==> config.mk <==
export PLATFORM = sky130hd
export DESIGN_NAME = regfile_wb_scheduler
export DESIGN_NICKNAME = d
export VERILOG_FILES = /design/src/rtl/regfile_pkg.sv /design/src/rtl/regfile_wb_scheduler_rr_arbiter.sv /design/src/rtl/regfile_wb_scheduler.sv
export SDC_FILE = /design/constraint.sdc
export NUM_CORES = 1
export LEC_CHECK = 0
export CAP_MARGIN = 20
export CORE_MARGIN = 2
export CORE_UTILIZATION = 28
export DETAILED_ROUTE_END_ITERATION = 12
export MAX_ROUTING_LAYER = met4
export PLACE_DENSITY = 0.65
export SYNTH_ARGS = -nofsm -noshare
export SYNTH_HDL_FRONTEND = slang
export SYNTH_SLANG_ARGS = --single-unit
==> constraint.sdc <==
create_clock -name clk -period 2.65 [get_ports clk]
set_input_delay 0.3975 -clock clk [delete_from_list [all_inputs] [get_ports clk]]
set_output_delay 0.3975 -clock clk [all_outputs]
set_load 0.05 [all_outputs]
==> src/rtl/regfile_pkg.sv <==
// Shared types and constants for the register-file writeback scheduler.
package regfile_pkg;

    localparam int XLEN          = 32;
    localparam int AW            = 5;
    localparam int NUM_ARCH_REGS = 32;

    typedef logic [AW-1:0]   reg_addr_t;
    typedef logic [XLEN-1:0] word_t;

    localparam reg_addr_t REG_ZERO = '0;

endpackage

==> src/rtl/regfile_wb_scheduler_rr_arbiter.sv <==
// Round-robin arbiter: searches upward from the pointer, wrapping, and
// moves the pointer past the winner when the grant is consumed.
module rr_arbiter #(
    parameter  int N  = 3,
    localparam int IW = (N > 1) ? $clog2(N) : 1
) (
    input  logic          clk,
    input  logic          rst_n,
    input  logic          en,
    input  logic          advance,
    input  logic [N-1:0]  req,
    output logic [N-1:0]  grant,
    output logic [IW-1:0] grant_idx
);

    logic [IW-1:0] r_ptr;

    always_comb begin : p_search
        logic        found;
        int unsigned idx;
        grant     = '0;
        grant_idx = '0;
        found     = 1'b0;
        idx       = 0;
        for (int unsigned k = 0; k < N; k++) begin
            idx = (int'(r_ptr) + k) % N;
            if (rst_n && en && !found && req[idx]) begin
                found       = 1'b1;
                grant[idx]  = 1'b1;
                grant_idx   = IW'(idx);
            end
        end
    end

    always_ff @(posedge clk or negedge rst_n) begin
        if (!rst_n) begin
            r_ptr <= '0;
        end else if (en && advance && (|grant)) begin
            r_ptr <= (grant_idx == IW'(N - 1)) ? '0 : grant_idx + 1'b1;
        end
    end

endmodule

==> src/rtl/regfile_wb_scheduler.sv <==
// Writeback-port scheduler with pending-write scoreboard and RAW hazard flags.
// Optional macro WB_BYPASS_EN adds same-cycle forwarding of the write port.
module regfile_wb_scheduler #(
    parameter int NUM_REQ = 3,
    parameter int AW      = regfile_pkg::AW,
    parameter int XLEN    = regfile_pkg::XLEN
) (
    input  logic                    clk,
    input  logic                    rst_n,
    input  logic                    en,
    input  logic [NUM_REQ-1:0]      req_valid,
    input  logic [NUM_REQ*AW-1:0]   req_addr,
    input  logic [NUM_REQ*XLEN-1:0] req_data,
    output logic [NUM_REQ-1:0]      req_ready,
    output logic                    rf_we,
    output logic [AW-1:0]           rf_addr,
    output logic [XLEN-1:0]         rf_data,
    input  logic                    issue_valid,
    input  logic [AW-1:0]           issue_addr,
    output logic                    issue_ready,
    input  logic [AW-1:0]           rs_a,
    input  logic [AW-1:0]           rs_b,
    output logic                    hazard_a,
    output logic                    hazard_b
`ifdef WB_BYPASS_EN
    ,
    output logic                    fwd_a,
    output logic                    fwd_b,
    output logic [XLEN-1:0]         fwd_data_a,
    output logic [XLEN-1:0]         fwd_data_b
`endif
);

    import regfile_pkg::*;

    localparam int NREG = 1 << AW;
    localparam int IW   = (NUM_REQ > 1) ? $clog2(NUM_REQ) : 1;
    localparam logic [AW-1:0]   ZERO_ADDR = AW'(REG_ZERO);
    localparam logic [NREG-1:0] KEEP_MASK = ~NREG'(1);

    logic [NUM_REQ-1:0] w_grant;
    logic [IW-1:0]      w_gidx;
    logic               w_hs;
    logic [AW-1:0]      w_sel_addr;
    logic [XLEN-1:0]    w_sel_data;
    logic [NREG-1:0]    w_set;
    logic [NREG-1:0]    w_clr;
    logic               w_fwd_a;
    logic               w_fwd_b;

    logic               r_we;
    logic [AW-1:0]      r_addr;
    logic [XLEN-1:0]    r_data;
    logic [NREG-1:0]    r_pending;

    rr_arbiter #(.N(NUM_REQ)) u_arb (
        .clk       (clk),
        .rst_n     (rst_n),
        .en        (en),
        .advance   (w_hs),
        .req       (req_valid),
        .grant     (w_grant),
        .grant_idx (w_gidx)
    );

    assign req_ready  = w_grant;
    assign w_hs       = |w_grant;
    assign w_sel_addr = req_addr[w_gidx*AW +: AW];
    assign w_sel_data = req_data[w_gidx*XLEN +: XLEN];

    always_ff @(posedge clk or negedge rst_n) begin
        if (!rst_n) begin
            r_we   <= 1'b0;
            r_addr <= '0;
            r_data <= '0;
        end else begin
            r_we <= w_hs && (w_sel_addr != ZERO_ADDR);
            if (w_hs) begin
                r_addr <= w_sel_addr;
                r_data <= w_sel_data;
            end
        end
    end

    assign rf_we   = r_we;
    assign rf_addr = r_addr;
    assign rf_data = r_data;

    assign issue_ready = en && ((issue_addr == ZERO_ADDR) || !r_pending[issue_addr]);

    always_comb begin
        w_set = '0;
        w_clr = '0;
        if (issue_valid && issue_ready && (issue_addr != ZERO_ADDR)) w_set[issue_addr] = 1'b1;
        if (r_we) w_clr[r_addr] = 1'b1;
    end

    // Set is applied after clear so a same-edge set/clear leaves the bit high.
    always_ff @(posedge clk or negedge rst_n) begin
        if (!rst_n) begin
            r_pending <= '0;
        end else begin
            r_pending <= ((r_pending & ~w_clr) | w_set) & KEEP_MASK;
        end
    end

`ifdef WB_BYPASS_EN
    assign w_fwd_a    = r_we && (r_addr == rs_a) && (rs_a != ZERO_ADDR);
    assign w_fwd_b    = r_we && (r_addr == rs_b) && (rs_b != ZERO_ADDR);
    assign fwd_a      = w_fwd_a;
    assign fwd_b      = w_fwd_b;
    assign fwd_data_a = w_fwd_a ? r_data : '0;
    assign fwd_data_b = w_fwd_b ? r_data : '0;
`else
    assign w_fwd_a = 1'b0;
    assign w_fwd_b = 1'b0;
`endif

    assign hazard_a = r_pending[rs_a] & ~w_fwd_a;
    assign hazard_b = r_pending[rs_b] & ~w_fwd_b;

endmodule
After elaboration in Yosys (flattened, before gate mapping)
Index checks and enable logic that the tools add are counted.

Bits in registers: 71. Logic and storage cells: 90.

$add $sub $neg: 3. Multiply operators: 1. Reduce and logical (&&, ||, !) cells: 25. Shifts and indexed selects: 2. Bitwise gates (word level): 5. Divide/modulo/power cells: 3. $lt $le $gt $ge: 12. Eq/ne operators: 1. Multiplexer cells: 33.

Operators with widths (number): $ge A32 B1 Y1 const B (3); $lt A32 B3 Y1 const B (3); $shiftx A96 B8 Y32 (1); $mod A32 B2 Y32 const B (2); $mux W32 (2); $and A32 B32 Y32 (1); $mod A2 B2 Y32 const B (1); $not A32 Y32 (1); $or A32 B32 Y32 (1); $lt A5 B6 Y1 const B (4); $logic_and A1 B1 Y1 (17); $bmux W1 S5 (3); $shiftx A15 B6 Y5 (1); $mux W1 (13); $demux W1 S5 (2); $ge A5 B1 Y1 const B (2); $reduce_bool A5 Y1 (2); $mux W3 (3); $mux W2 (4); $bmux W1 S2 (3); $demux W1 S2 (3); $or A3 B3 Y3 (2); $logic_not A5 Y1 (1); $mul A2 B3 Y5 const B (1); other kinds (7) (9).

Logic depth before layout (Yosys ltp)
Word-level depth: 17. Gate-level depth with buffers: 11.

Hierarchy
Synthesis repeated with hierarchy kept, for this count alone.

Cells, all modules: 524. Area, all modules: 4873.4 sq um.

Modules (own cells, without submodules): regfile_wb_scheduler (sequential area each 1726.7 sq um, cells an instance 467, area each 4401.7 sq um, instances 1); rr_arbiter (sequential area each 50.0 sq um, cells an instance 57, area each 471.7 sq um, instances 1).

Least setup slack after synthesis
No wires, ideal clock.

Kind: register to register. Start point: reg u_arb.r_ptr[0]. End point: reg r_addr[0], in the netlist rf_addr[0]. Path buffers: 1. Arrival time: 2.838 ns. Data required time: 2.522 ns. Clock period less this slack: 2.965 ns. Slack: -0.315 ns. Setup time: 0.128 ns. Stages on the path, launching flop included: 10. Cell sequence: dfrtp_1 inv_1 ha_1 inv_1 nor3b_1 a31oi_1 a2bb2oi_1 nor4b_4 buf_6 mux2_1.

Elaborated cells on any way between the ends: 46.

RTL lines: from (decl) (RTL line regfile_wb_scheduler_rr_arbiter.sv:16) `logic [IW-1:0] r_ptr;`; from (signal assigned) (RTL line regfile_wb_scheduler_rr_arbiter.sv:39) `r_ptr <= (grant_idx == IW'(N - 1)) ? '0 : grant_idx + 1'b1;`; parallel branches: the longest is 12 deep, another holds $mod A32 B2 Y32; $mux W3 * (RTL line regfile_wb_scheduler_rr_arbiter.sv:27) `if (rst_n && en && !found && req[idx]) begin`; via req_ready[2] (RTL line regfile_wb_scheduler.sv:14) `output logic [NUM_REQ-1:0] req_ready,`; $reduce_or A3 Y1 * (RTL line regfile_wb_scheduler.sv:67) `assign w_hs = |w_grant;`; to (signal assigned) (RTL line regfile_wb_scheduler.sv:79) `r_addr <= w_sel_addr;`; to (decl) (RTL line regfile_wb_scheduler.sv:52) `logic [AW-1:0] r_addr;`.

Mark *: on every way through the listed nets, which the timed path passes. The select of a mux whose other input is x is not followed. A chain may end at the register's enable or synchronous reset.

Worst setup path in the final report
Start point: reg u_arb.r_ptr[1]. End point: out req_ready[1].

Word-level cells in the longest chain between the ends: 13. Elaborated cells on any way between the ends: 40.

Ends and longest elaborated chain (RTL line): parallel branches: the longest is 12 deep, another holds $mod A32 B2 Y32; $mux W3 * (regfile_wb_scheduler_rr_arbiter.sv:27); to (decl) (regfile_wb_scheduler.sv:14).

Mark *: on every way between the ends. The select of a mux whose other input is x is not followed.

==> metrics.cfg <==
[placed_design]
io_buffer_count = 176
gp_congestion = 0.951
dp_hpwl_um = 12500
place_ws_ns = -0.257
place_inst = 871

[cells_and_area]
final_cell_mix = clkdlybuf4s50_1, dfrtp_1, buf_4
syn2layout_area_growth_pct = 61.2
layout_commonest_cell = clkdlybuf4s50_1
insertedDiodeCount = 0
final_cells = 901
final_layout_size_suffix_gt1_share_pct = 24.6
fillers = 1624
finalNetCount = 808

[worst_setup_path]
path_max_fanout = 6
critPathRequiredTime_ns = 2.25
worstReg2RegStart = u_arb.r_ptr[1]$_DFFE_PN0P_
r2r.worst_path.cells = 10
cp-startpoint = u_arb.r_ptr[1]$_DFFE_PN0P_
crit_type = reg2out
cpPeakStageDelay_ns = 0.40
cpMostUsedCell = mux2_4
r2r-end = rf_data[9]$_DFFE_PN0P_
crit_end = req_ready[1]
rrSetupSlack_ns = 0.06
crit_chain = inv_2, ha_4, mux2_4, mux2_4, a2111oi_4, buf_4, a21o_1, buf_12
slowest_stage = dfrtp_1
critPathLaunchType = register
arrival_ns = 2.31
endpoint_kind = output pin

[detailed_routing]
wl_per_cell_um = 18.7
wirelength_um = 16900
drt_drc_violations_left = 0
drt_pass1_iterations = 5
vias = 4815
viasPerCell = 5.34
drt_iter0_drc = 330
ant_nets = 0

[yosys]
synth-async-reset-ratio_pct = 100
syn-instance-count = 454
ys_warn_count = 0
synth_cell_types = 47
synth-seq-area-share_pct = 36.3
syn_avg_cell_area_sq_um = 10.8
syn-num-nets = 591
ys.flop_type = dfrtp_1
ys_ff_latch = 71
synth_edf_count = 0
syn_area_sq_mm = 0.00489

[sta]
final_max_slew_viol_count = 0
slew_headroom_pct = 57.7
rsz0062_at_grt = true
tightest_slew_ns = 0.634
setup_viol = 2
fin_crit_ns = 2.71
hold_viol = 0
fmax_mhz = 369
fin_tns_setup_ns = -0.105
setup_ws_ns = -0.0585
skew_ns = 0.00498
period_share_pct = 102

[clock_tree]
hold_buffers = 0
ctsHtreeMaxLevel = 3
cts_made_buffers = 9
root_buffer = clkbuf_16
cts_tree = done
insertion_delay_ns = 0.34
path_clk_slew_ns = 0.05
cts_sinks = 71
clockBufferDepth = 2

[global_routing]
grt_overflow = 0
antenna_found_initial = 0
grt_first_pass_wirelength_um = 25300
grt_pass1_vias = 4772
grt_max_degree = 50
grt_usage_pct = 18.4

[floorplanning]
fp.coreArea_sq_mm = 0.0172
dieArea_sq_mm = 0.0185
num_io_pins = 177
row_count = 48
initial_core_util_pct = 28.5
die_width_um = 136
die_h_um = 136

[outcome]
violations = setup timing
status = finished with violations

[min_path]
hold_path.class = in2async

[power]
p_leak_nw = 2.94
power_mw = 8.18
cellPowerDensity_mw_per_mm2 = 1040
max-vdd-ir-drop_v = 0.000724

[job]
cap_violations = 0

## registers in the layout (all words and copies together) (netlist names)
register	flops
rf_data	32
r_pending	31
u_arb.r_ptr	2
rf_addr	5
rf_we	1
## through the flow
stage / util [%] / hold slack (ns) / cell area, sq um
5_1_grt: 45.9 / 0.143 / 7880
6_report: 45.9 / 0.136 / 7880
3_3_place_gp: 42.1 / 0.473 / 7220
3_5_place_dp: 42.1 / 0.481 / 7220
4_1_cts: 45.0 / 0.126 / 7730
2_1_floorplan: - / 0.102 / 4890
## cell type report
cell class / instances / area (sq um) / share of cell area, %
multi-input combinational: 343 / 2990 / 38.0
timing repair buffer: 241 / 2510 / 31.8
sequential: 71 / 1780 / 22.6
tap: 225 / 282 / 3.57
clock buffer: 12 / 236 / 3.00
clock inverter: 4 / 70.1 / 0.889
inverter: 5 / 18.8 / 0.238
## synthesized netlist by cell type, types with 2 or more instances
library cell / count / area [sq um]
mux2i_1: 41 / 410
mux2_1: 17 / 191
nor3b_1: 2 / 15.0
nor3_1: 37 / 185
nor2_1: 8 / 30.0
nand4_1: 3 / 18.8
nand3_1: 9 / 45.0
o21ai_1: 3 / 15.0
o31ai_1: 31 / 233
nand2_1: 18 / 67.6
mux4_2: 25 / 563
a21o_1: 3 / 22.5
mux2_2: 26 / 293
inv_1: 5 / 18.8
clkbuf_1: 14 / 52.6
nand2b_1: 5 / 31.3
dfrtp_1: 71 / 1780
nand3b_1: 12 / 90.1
a21oi_1: 36 / 180
nor2b_1: 4 / 25.0
buf_6: 10 / 113
ha_1: 4 / 50.1
mux2_4: 2 / 30.0
a31oi_1: 2 / 12.5
o21ai_0: 35 / 175
buf_2: 10 / 50.1
## routing by layer
layer	share of wire, %	GRT usage, %
met3	7.8	4.70
met5	0	-
met4	2.0	6.19
met2	49	29.0
met1	41	23.0
## kinds of logic (layout without fill, tap and decap cells)
| group | after synthesis | count (layout) | share of synthesized area, % |
|---|---|---|---|
| AO/OA/AOI/OAI | 121 | 121 | 15.4 |
| flip-flops | 71 | 71 | 36.3 |
| multiplexers | 111 | 111 | 30.4 |
| buffers and inverters | 40 | 262 | 4.86 |
| AND/OR/NAND/NOR | 107 | 107 | 12.0 |
| adder cells (fa/ha/maj) | 4 | 4 | 1.02 |
## critical path, delay by kind of cell, from the launching register on
| kind | cells | cell delay (ns) |
|---|---|---|
| buffers and inverters | 3 | 0.41 |
| DFF | 1 | 0.40 |
| adders and majority gates | 1 | 0.16 |
| AOI/OAI and AO/OA | 2 | 0.40 |
| muxes | 2 | 0.62 |
## timing repair
action | in CTS | in global routing
pin swaps | 8 | 2
gates resized for setup | 31 | 19
endpoints found under the setup margin | 44 | 44
buffers inserted | 6 | 3
gates cloned | 2 | 4
endpoints found under the hold margin | 0 | 0
## worst min-delay path by stage
stage / slack [ns] / to / cells past startpoint
final: 0.14 / u_arb.r_ptr[1]$_DFFE_PN0P_ / 2
after global routing: 0.14 / rf_data[14]$_DFFE_PN0P_ / 2
after CTS: 0.13 / rf_data[15]$_DFFE_PN0P_ / 2
after detailed placement: 0.48 / rf_data[25]$_DFFE_PN0P_ / 1
after global placement: 0.47 / rf_data[13]$_DFFE_PN0P_ / 1
after floorplan: 0.10 / r_pending[10]$_DFF_PN0_ / 0
## where the power goes
group          total (mW)  switching (mW)  internal [mW]
clock network        1.26           0.434          0.821
registers            2.10           0.504           1.59
logic                4.83            2.59           2.24
total                8.18            3.53           4.65
Note: power is estimated with default switching activity, not from simulation.
